===== config.mk =====
export PLATFORM = sky130hd
export DESIGN_NAME = core_run_ctrl
export DESIGN_NICKNAME = d
export VERILOG_FILES = /design/src/rtl/core_run_ctrl.sv
export SDC_FILE = /design/constraint.sdc
export NUM_CORES = 1
export LEC_CHECK = 0
export BUFFER_PORTS_ARGS = -buffer_cell sky130_fd_sc_hd__buf_2
export CAP_MARGIN = 20
export CELL_PAD_IN_SITES_DETAIL_PLACEMENT = 1
export CELL_PAD_IN_SITES_GLOBAL_PLACEMENT = 1
export CORE_MARGIN = 3
export CORE_UTILIZATION = 40
export DETAILED_ROUTE_END_ITERATION = 12
export PLACE_DENSITY_LB_ADDON = 0.1
export SYNTH_ARGS = -nofsm -noshare
export SYNTH_HDL_FRONTEND = slang
export SYNTH_SLANG_ARGS = --single-unit
export TNS_END_PERCENT = 1

===== constraint.sdc =====
create_clock -name clk -period 2.7 [get_ports clk]
set_clock_uncertainty 0.05 [all_clocks]
set_input_delay 0.27 -clock clk [delete_from_list [all_inputs] [get_ports clk]]
set_output_delay 0.27 -clock clk [all_outputs]
set_load 0.005 [all_outputs]

===== src/rtl/core_run_ctrl.sv =====
// core_run_ctrl: host-side launcher for core_top.
// Accepts a run request, holds the core in start for START_CYCLES cycles,
// then counts RUN cycles until the core raises done or the optional timeout
// expires. The result is returned over a valid/ready response handshake.
// Every output is either a register or a decode of the state register, so
// there is no combinational path from any input to any output.
module core_run_ctrl #(
    parameter int               START_CYCLES = 2,
    parameter int               CNT_W        = 16,
    parameter logic [CNT_W-1:0] TIMEOUT      = CNT_W'(16'hFFFF)
) (
    input  logic             clk,
    input  logic             rst_n,
    input  logic             req_valid,
    output logic             req_ready,
    output logic             resp_valid,
    input  logic             resp_ready,
    output logic [CNT_W-1:0] resp_cycles,
    output logic             resp_timeout,
    output logic             core_start,
    input  logic             core_done,
    output logic             busy,
    output logic [7:0]       run_count
);

    // Start counter only has to hold START_CYCLES (at least 1).
    localparam int SC_W = (START_CYCLES < 2) ? 1 : $clog2(START_CYCLES + 1);

    localparam logic [SC_W-1:0]  START_LOAD = SC_W'(START_CYCLES);
    localparam logic [CNT_W-1:0] CNT_MAX    = '1;
    // A zero TIMEOUT turns the abort path off entirely.
    localparam bit               TIMEOUT_EN = (TIMEOUT != '0);

    typedef enum logic [1:0] {
        S_IDLE,
        S_START,
        S_RUN,
        S_REPORT
    } state_t;

    state_t           state;
    state_t           state_next;
    logic [SC_W-1:0]  start_cnt;
    logic [CNT_W-1:0] run_k;
    logic             accept;
    logic             done_hit;
    logic             timeout_hit;
    logic             resp_fire;

    // State register with synchronous reset; reset drops any in-flight run.
    always_ff @(posedge clk) begin
        // NOTE: sequential state uses non-blocking assignments so every
        // register samples the pre-edge values of its sources.
        if (!rst_n) begin
            state <= S_IDLE;
        end else begin
            state <= state_next;
        end
    end

    // Next-state decode plus the single-cycle events the datapath acts on.
    always_comb begin
        // NOTE: every signal written here gets a default first so no path
        // through the case leaves it unassigned (which would infer a latch).
        state_next  = state;
        accept      = 1'b0;
        done_hit    = 1'b0;
        timeout_hit = 1'b0;
        resp_fire   = 1'b0;
        case (state)
            S_IDLE: begin
                if (req_valid) begin
                    accept     = 1'b1;
                    state_next = S_START;
                end
            end
            S_START: begin
                // Last start cycle: the counter was loaded with START_CYCLES.
                if (start_cnt == SC_W'(1)) begin
                    state_next = S_RUN;
                end
            end
            S_RUN: begin
                // Done takes priority over a timeout in the same cycle.
                if (core_done) begin
                    done_hit   = 1'b1;
                    state_next = S_REPORT;
                end else if (TIMEOUT_EN && (run_k == TIMEOUT)) begin
                    timeout_hit = 1'b1;
                    state_next  = S_REPORT;
                end
            end
            S_REPORT: begin
                if (resp_ready) begin
                    resp_fire  = 1'b1;
                    state_next = S_IDLE;
                end
            end
            default: begin
                state_next = S_IDLE;
            end
        endcase
    end

    // Start window counter: loaded on accept, counts down while in START.
    always_ff @(posedge clk) begin
        if (!rst_n) begin
            start_cnt <= '0;
        end else if (accept) begin
            start_cnt <= START_LOAD;
        end else if (state == S_START) begin
            start_cnt <= start_cnt - SC_W'(1);
        end
    end

    // RUN cycle index k: primed to 1 during START, increments in RUN and
    // saturates at all-ones so a disabled timeout can never wrap it.
    always_ff @(posedge clk) begin
        if (!rst_n) begin
            run_k <= '0;
        end else if (state == S_START) begin
            run_k <= CNT_W'(1);
        end else if ((state == S_RUN) && (run_k != CNT_MAX)) begin
            run_k <= run_k + CNT_W'(1);
        end
    end

    // Response registers: captured on leaving RUN, held through REPORT.
    always_ff @(posedge clk) begin
        if (!rst_n) begin
            resp_cycles  <= '0;
            resp_timeout <= 1'b0;
        end else if (done_hit) begin
            resp_cycles  <= run_k;
            resp_timeout <= 1'b0;
        end else if (timeout_hit) begin
            resp_cycles  <= TIMEOUT;
            resp_timeout <= 1'b1;
        end
    end

    // Successful-run counter: bumps on the handshake of a non-timeout result.
    always_ff @(posedge clk) begin
        if (!rst_n) begin
            run_count <= '0;
        end else if (resp_fire && !resp_timeout) begin
            run_count <= run_count + 8'd1;
        end
    end

    // Outputs decoded purely from the state register.
    assign core_start = (state != S_RUN);
    assign req_ready  = (state == S_IDLE);
    assign resp_valid = (state == S_REPORT);
    assign busy       = (state != S_IDLE);

endmodule


==> results by group <==
Outcome
  • Outcome: completed

STA
  • Final setup TNS: 0 ns
  • RSZ-0062 raised after global routing: no
  • Final setup vio count: 0
  • Peak Freq: between 400 and 500 MHz
  • Final Hold Fails: 0
  • Fin crit period: between 2 and 2.5 ns
  • Final worst-path cycle share: 0.749
  • Final setup margin: 0.677 ns
  • Max transition margin: 0.579
  • Worst-Margin Slew: between 0.6 and 0.7 ns
  • Final Max Tran Viols: 0

Synthesis
  • Netlist cell types: 39
  • #FFs+latches synth: between 40 and 50
  • Syn_area_per_cell: between 9 and 10 um2
  • Top FF cell, synth: dfxtp_1
  • Mapped Area: approximately 2000 um2
  • Ys Warns: 0
  • Async set-reset flop share out of synthesis: 0
  • Mapped Cells: between 200 and 250
  • Sequential share of the synthesized area: 0.441
  • Number of synthesized flops with an enable pin: 0
  • Synthesized Nets: between 200 and 250

Worst setup path
  • Crit path max-delay family: simple AND/OR/NAND/NOR gates
  • Buf+Inv Stages, Crit Path: 2
  • R2R Path End: run_k[7]$_SDFFE_PP0P_
  • R2R Setup Slk: roughly 0.68 ns
  • CP Launch Type: flip-flop
  • Worst Setup End Kind: flip-flop
  • Most Frequent Cell on Critical Path: inv_1
  • Worst reg2reg path startpoint: state[0]$_SDFFE_PN0P_
  • CP max stage delay: slightly above 0.4 ns
  • CP Max Fanout: 8
  • Register-to-Register Path Depth: 7
  • CP Data Arrival Time: approximately 2.1 ns
  • Worst-path cell chain: inv_1, ha_1, inv_1, or3_1, a211oi_1, xnor2_1, nor2_1
  • Slowest CP cell: or3_1
  • Critical path data required time: about 2.8 ns
  • Crit Path Category: flip-flop to flip-flop

Power
  • PwrDens: just over 700 nW/um2
  • Power Total: between 1500 and 2000 uW
  • Pleak: 0.00105 uW
  • Worst VDD drop: 0.000419 V

Clock network
  • TritonCTS clock tree: done
  • # Post-CTS Setup Buffers: 0
  • Bufs on Longest Clock Path: 2
  • # clock sinks: 45
  • Htree depth: 2
  • Worst-skew pair later-pin latency: slightly below 0.3 ns
  • Root buffer cell: clkbuf_8
  • Total CTS buffers: 5
  • Number of gates resized after CTS: 0
  • Post-CTS Hold Buffers: 0
  • Clock transition at path regs: 0.08 ns

Final layout
  • Most frequent cells in the layout: dfxtp_1, buf_2, nor2_1
  • Antenna cells: 0
  • Post-route insts no fill: 312
  • Area Overhead vs Synth: 15.8%
  • Fin area: 2360 um2
  • Commonest non-fill, non-tap cell in the layout: dfxtp_1
  • Share of layout cells above drive strength 1: 0.245
  • Net count, final: ~260

Routing
  • Drt first pass iters: 4
  • Routed wire length per instance: 14.3 um
  • DRT Wirelength: 4480 um
  • Post-route ant nets: 0
  • DRT iter0 DRCs: 61
  • DR vias: about 1600
  • Vias per cell: between 5 and 6
  • Post-route DRC: 0

Die
  • DIE AREA: roughly 6000 um2
  • Die width: ~77 um
  • Core ar.: just under 5000 um2
  • Row Count: 25
  • Die H: ~77 um
  • Ports: 34
  • Initial Utilization: 0.424

Placement
  • Area post-placement: roughly 2300 um2
  • Worst slack, placed: approximately 0.68 ns
  • Placed insts: about 310
  • IO buf count: 33
  • Routability-driven placement congestion ratio: between 0.7 and 0.8
  • Post-DP HPWL: about 3300 um

Run
  • Max-cap viol count: 0

GRT
  • Vias in the first global route: approximately 1600
  • Global-route wire length before repair: just under 8000 um
  • Largest net degree at the start of global routing: 20
  • Initial antenna violation count: 0
  • Global route overflow: 0
  • Gr usage total: 0.159

Min path
  • Hold Crit Start: req_valid
  • Worst Hold End: start_cnt[1]$_SDFFE_PN0P_
  • Hold Path Class: input pin to flip-flop
  • Hold Path Depth: 3
power breakdown:
part / switching, uW / total (uW) / internal (uW)
sequential: 49.8 / 772 / 722
clock: 217 / 486 / 269
combinational: 234 / 414 / 180
state kept, by name (all words and copies together), names as in the netlist:
register and flops:
state 2, run_count 8, run_k 16, start_cnt 2, resp_cycles 16, resp_timeout 1
worst max path at each step:
stage | slack (ns) | endpoint | start | cells after the start
floorplan | 0.92 | run_k[7]$_SDFFE_PP0P_ | state[0]$_SDFFE_PN0P_ | 8
global placement | 0.74 | run_k[7]$_SDFFE_PP0P_ | state[0]$_SDFFE_PN0P_ | 7
CTS | 0.65 | run_k[7]$_SDFFE_PP0P_ | state[0]$_SDFFE_PN0P_ | 7
detailed placement | 0.68 | run_k[7]$_SDFFE_PP0P_ | state[0]$_SDFFE_PN0P_ | 7
finish | 0.68 | run_k[7]$_SDFFE_PP0P_ | state[0]$_SDFFE_PN0P_ | 7
global route | 0.49 | run_k[7]$_SDFFE_PP0P_ | state[0]$_SDFFE_PN0P_ | 7
metrics by stage:
| stage | utilization | hold slack [ns] |
|---|---|---|
| 3_3_place_gp | 0.469 | 0.409 |
| 3_5_place_dp | 0.469 | 0.425 |
| 5_1_grt | 0.490 | 0.253 |
| 6_report | 0.490 | 0.217 |
| 2_1_floorplan | - | 0.366 |
| 4_1_cts | 0.490 | 0.214 |
routing by layer:
layer  GRT usage  share of wire  vias to the layer above  routed length (um)
met5           0              0                        -                   0
met4      0.0427          0.012                        0                  53
met3      0.0348          0.025                        5                 113
met2       0.257           0.46                       20                2080
met1       0.214           0.50                      749                2230
li1            -              -                      810                   -
Yosys cell counts, types with 5 or more instances:
master	n	area [um2]
a21oi_1	18	90.1
clkbuf_1	5	18.8
dfxtp_1	45	901
ha_1	8	100
inv_1	11	41.3
mux2i_1	13	130
nand2_1	12	45.0
nand3_1	5	25.0
nand4_1	7	43.8
nor2_1	22	82.6
o221a_2	7	78.8
xnor2_1	7	61.3
xor2_1	11	96.3
cells by family (layout without fill, tap and decap cells):
logic type                 count (synthesis)  after routing  synth area share
muxes                                     13             13            0.0638
DFF                                       45             45             0.441
AOI/OAI and AO/OA                         38             38             0.131
buffers and inverters                     20             53            0.0411
xor gates and xnor gates                  18             18            0.0773
adders and majority gates                  8              8            0.0491
and+or+nand+nor                           70             70             0.196
area by class of cell:
cell class / instances / area (um2)
Inverter: 12 / 45.0
Timing Repair Buffer: 34 / 173
Clock buffer: 5 / 68.8
Clock inverter: 2 / 35.0
Fill cell: 574 / 2450
Multi-Input combinational cell: 147 / 1060
Tap cell: 67 / 83.8
Sequential cell: 45 / 901
worst reg2reg max path, delay by kind of cell (launching register included):
kind / cells / cell delay, ns
simple gates: 2 / 0.47
flops: 1 / 0.34
fa+ha+maj: 1 / 0.33
buf+inv: 2 / 0.29
compound gates: 1 / 0.27
xor+xnor: 1 / 0.15
Note: power is estimated with default switching activity, not from simulation.
